==> src/rtl/enoc_switch_allocator.sv <==
// Per-router switch allocator: one rotating-priority arbiter per output port,
// zero-latency grants, pointer advances past each winner on the next edge.
module enoc_switch_allocator #(
   parameter int N = 5
) (
   input  logic                   clk,
   input  logic                   reset_n,
   input  logic [0:N-1][0:N-1]    i_output_req,
   input  logic [0:N-1]           i_en,
   output logic [0:N-1][0:N-1]    o_output_grant,
   output logic [0:N-1]           o_input_grant,
   output logic [0:N-1]           o_output_val
);

   localparam int PW = (N > 1) ? $clog2(N) : 1;

   logic [PW-1:0] ptr [N];
   logic [PW-1:0] win [N];

   // Scan starts at ptr[j] and wraps; grants are forced low while in reset.
   always_comb begin
      logic [PW:0]   sum;
      logic [PW-1:0] idx;
      logic          found;
      o_output_grant = '0;
      for (int j = 0; j < N; j++) begin
         win[j] = '0;
         found  = 1'b0;
         for (int k = 0; k < N; k++) begin
            sum = {1'b0, ptr[j]} + (PW+1)'(k);
            if (sum >= (PW+1)'(N)) sum = sum - (PW+1)'(N);
            idx = sum[PW-1:0];
            if (!found && reset_n && i_en[j] && i_output_req[idx][j]) begin
               o_output_grant[j][idx] = 1'b1;
               win[j]                 = idx;
               found                  = 1'b1;
            end
         end
      end
   end

   always_comb begin
      o_input_grant = '0;
      o_output_val  = '0;
      for (int j = 0; j < N; j++) begin
         o_output_val[j] = |o_output_grant[j];
         for (int i = 0; i < N; i++) begin
            o_input_grant[i] = o_input_grant[i] | o_output_grant[j][i];
         end
      end
   end

   always_ff @(posedge clk or negedge reset_n) begin
      if (!reset_n) begin
         for (int j = 0; j < N; j++) ptr[j] <= '0;
      end else begin
         for (int j = 0; j < N; j++) begin
            if (o_output_val[j]) begin
               ptr[j] <= (win[j] == PW'(N-1)) ? '0 : win[j] + PW'(1);
            end
         end
      end
   end

endmodule
==> config.mk <==
export PLATFORM = sky130hd
export DESIGN_NAME = enoc_switch_allocator
export DESIGN_NICKNAME = d
export VERILOG_FILES = /design/src/rtl/enoc_switch_allocator.sv
export SDC_FILE = /design/constraint.sdc
export NUM_CORES = 1
export LEC_CHECK = 0
export CORE_ASPECT_RATIO = 1.2
export CORE_UTILIZATION = 60
export CTS_CLUSTER_DIAMETER = 80
export DETAILED_ROUTE_END_ITERATION = 10
export HOLD_SLACK_MARGIN = 0.06
export PLACE_DENSITY_LB_ADDON = 0.05
export SKIP_CTS_REPAIR_TIMING = 1
export SLEW_MARGIN = 20
export SYNTH_ARGS = -nofsm -noshare
export SYNTH_HDL_FRONTEND = slang
export SYNTH_SLANG_ARGS = --single-unit
==> constraint.sdc <==
create_clock -name clk -period 6.45 [get_ports clk]
set_input_delay 1.6125 -clock clk [delete_from_list [all_inputs] [get_ports clk]]
set_output_delay 1.6125 -clock clk [all_outputs]
set_load 0.1 [all_outputs]
==> qor.yml <==
worst_setup_path:
  reg2reg_from: "ptr[13]"
  critical_path.cell_chain: "clkdlybuf4s50_1, inv_1, or3_1, nand2_1, a221oi_1, nand2_1, nor3_1, a211o_1, a2111oi_4, or4b_1, buf_12"
  crit_slowest_cell: "or4b_1"
  critical_path_buf_inv_count: 3
  crit_top_cell: "nand2_1"
  start_kind: "input pin"
  timing.critical_path.from: "i_output_req[4]"
  max_stage_delay_ns: 0.56
  cp-end-kind: "primary output"
  crit_required_ns: 4.84
  cp_top_family: "simple AND/OR/NAND/NOR gates"
  cp_max_fo: 5
  worstPathArrival_ns: 4.77
  critPathKind: "in2out"
timing:
  rsz0062_at_grt: "yes"
  setup_viol: 0
  hold_ws_ns: 0.697
  finClkSkew_ns: 0.00110
  finalCriticalPeriod_ns: 6.39
  slew_violations: 0
  final.period_utilization_pct: 99.0
  slew_headroom_pct: 45.9
  max_freq_mhz: 157
  finalHoldViolations: 0
  tightestPinTransition_ns: 0.805
min_path:
  worstHoldStart: "ptr[9]"
  hold_path.class: "reg2reg"
route:
  remaining_drc_errors: 0
  dr.pass1.iters: 7
  final_antenna_net_count: 0
  vias_per_cell: 6.85
  vias: 8720
  drt_wl_total_mm: 24.2
  drt_iter0_drc: 619
  wl_per_cell_um: 19.0
die:
  die_w_um: 102
  die_h_um: 122
  rows: 43
  start_util_pct: 61.9
  boundaryPins: 67
  design.core.area_um2: 11600
  die_area_um2: 12400
place:
  port_buffers: 66
  place_congestion: 1.03
  dp_hpwl_mm: 18.8
  place_inst: 1266
  place_area_um2: 8780
logic_synthesis:
  syn_avg_cell_area_um2: 6.92
  synth_edf_count: 0
  synthFlopType: "dfrtp_1"
  synth.net_count: 1128
  synthArstFlopShare_pct: 100
  synth_cell_types: 92
  netlist_area_um2: 7200
  synth.ff_latch_count: 15
  ys_seq_area_share_pct: 5.21
  synth_cells: 1040
  yosys_warnings: 0
global_route:
  grt_pass1_vias: 8099
  antenna_found_initial: 0
  grt-ovfl-total: 0
  grtUsageTotal_pct: 37.8
  grt_max_degree: 34
  grt_first_pass_wirelength_mm: 38.1
finish:
  largest-register: "ptr"
  design_area_um2: 8940
  syn_to_final_growth_pct: 24.2
  reg_top3: "ptr (15)"
  fillers: 928
  final_cells: 1273
  layout.nets: 1205
  antenna_cells: 0
  drive_above_1_share_pct: 16.8
  largest_reg_flops: 15
status:
  status: "complete, no violations"
clocking:
  htreeDepth: 1
  clk-insertion-delay-late_ns: 0.25
  cts_tree: "yes"
  cts_sinks: 15
  cts_root_buf: "clkbuf_16"
  cts_buffers: 3
  clkTransAtPathRegs_ns: 0.06
  clockBufferDepth: 2
flow_run:
  cap_violations: 0
worst register-to-register path, cell delays in order, from the launching register on:
cell and delay (ns):
dfrtp_1 0.53, inv_1 0.22, ha_1 0.28, ha_1 0.45
and2_1 0.26, a21o_1 0.20, a2111oi_2 0.36, a22oi_1 0.21
nand2b_1 0.19, nor4_1 0.09, a211o_1 0.33, a2111oi_4 0.42
or4b_1 0.56, buf_4 0.19, mux2_1 0.30
final timing paths:
| path | end | slack, ns | cells after the start |
|---|---|---|---|
| worst max-delay path | o_output_val[0] | 0.06 | 11 |
| worst min-delay path | ptr[9] | 0.70 | 2 |
| min in group asynchronous | ptr[3] | 1.71 | 2 |
| worst max register to register | ptr[13] | 1.75 | 14 |
| max in group asynchronous | ptr[6] | 4.57 | 2 |
| worst min register to register | ptr[9] | 0.70 | 2 |
stage by stage:
| step | utilization (%) | worst slack, ns | setup TNS, ns |
|---|---|---|---|
| after detailed placement | 75.5 | -0.0132 | -0.0132 |
| final | 76.9 | 0.0639 | 0 |
| after global routing | 76.9 | -0.0804 | -0.0902 |
| after CTS | 76.2 | -0.0179 | -0.0214 |
| after floorplan | - | -0.481 | -0.770 |
| after global placement | 75.5 | 0.0734 | 0 |
cell usage after synthesis, types with 6 or more instances:
cell type  instances  area [um^2]
nor3_1            29          145
a32oi_1           10         87.6
o31a_1             7         61.3
o22ai_1           12         75.1
nand4_1            7         43.8
a22oi_1           11         82.6
nor2_1            92          345
inv_1             70          263
and2_1            11         68.8
a31oi_1           14         87.6
mux2_2            13          146
clkbuf_1          28          105
o21ai_0           47          235
a221oi_1          13          114
or2_2              7         43.8
nand2_1           97          364
buf_1              7         26.3
o31ai_1           11         82.6
nand3_1           35          175
buf_2             19         95.1
o221ai_1           7         61.3
mux2i_1           52          521
a21oi_1           75          375
o211ai_1          13         97.6
nand3b_1           7         52.6
nor2b_1           14         87.6
dfrtp_1           15          375
and3_1            12         75.1
a21o_1            23          173
xnor2_1           23          201
ha_1              51          638
or3_1              6         37.5
a211oi_1          12         90.1
nor4_1            10         62.6
nand2b_1          30          188
a211o_1            7         61.3
mux4_2             6          135
routing by layer:
metal	track usage [%]	vias to the layer above	wire, um
met5	0	-	0
met4	18.7	0	1130
met3	4.13	105	1840
met2	64.2	526	11500
met1	47.0	4012	9680
li1	-	4077	-
layout make-up:
cell class | count | area (um^2) | area share (%)
clock inverter | 1 | 5.00 | 0.0560
tap | 157 | 196 | 2.20
multi-input combinational | 890 | 6460 | 72.2
timing repair buffer | 131 | 1530 | 17.1
sequential | 15 | 375 | 4.20
inverter | 76 | 303 | 3.39
clock buffer | 3 | 75.1 | 0.840
cell families (layout without fill, tap and decap cells):
logic type | after synthesis | after routing | synth area share [%]
AO/OA/AOI/OAI | 336 | 336 | 32.9
multiplexers | 74 | 74 | 11.7
XOR/XNOR | 24 | 24 | 2.92
flip-flops | 15 | 15 | 5.21
AND/OR/NAND/NOR | 400 | 400 | 29.2
buffers and inverters | 135 | 211 | 7.84
adder cells (fa/ha/maj) | 56 | 56 | 10.3
layout by cell type (no fill, tap or decap), drive strengths merged, types with 8 or more instances in the layout:
master and count:
a2111oi 8, a211o 8, a211oi 12, a21o 23
a21oi 78, a221oi 14, a22oi 11, a31oi 14
a32oi 10, and2 11, and3 12, buf 100
clkdlybuf4s50 24, dfrtp 15, ha 51, inv 70
mux2 16, mux2i 52, nand2 97, nand2b 31
nand3 35, nor2 92, nor2b 15, nor3 29
nor4 12, o211ai 14, o21ai 50, o22ai 12
o31ai 11, xnor2 23
Power is not shown: default switching activity piles up to over one toggle a cycle in this logic, so the estimate is an artifact.
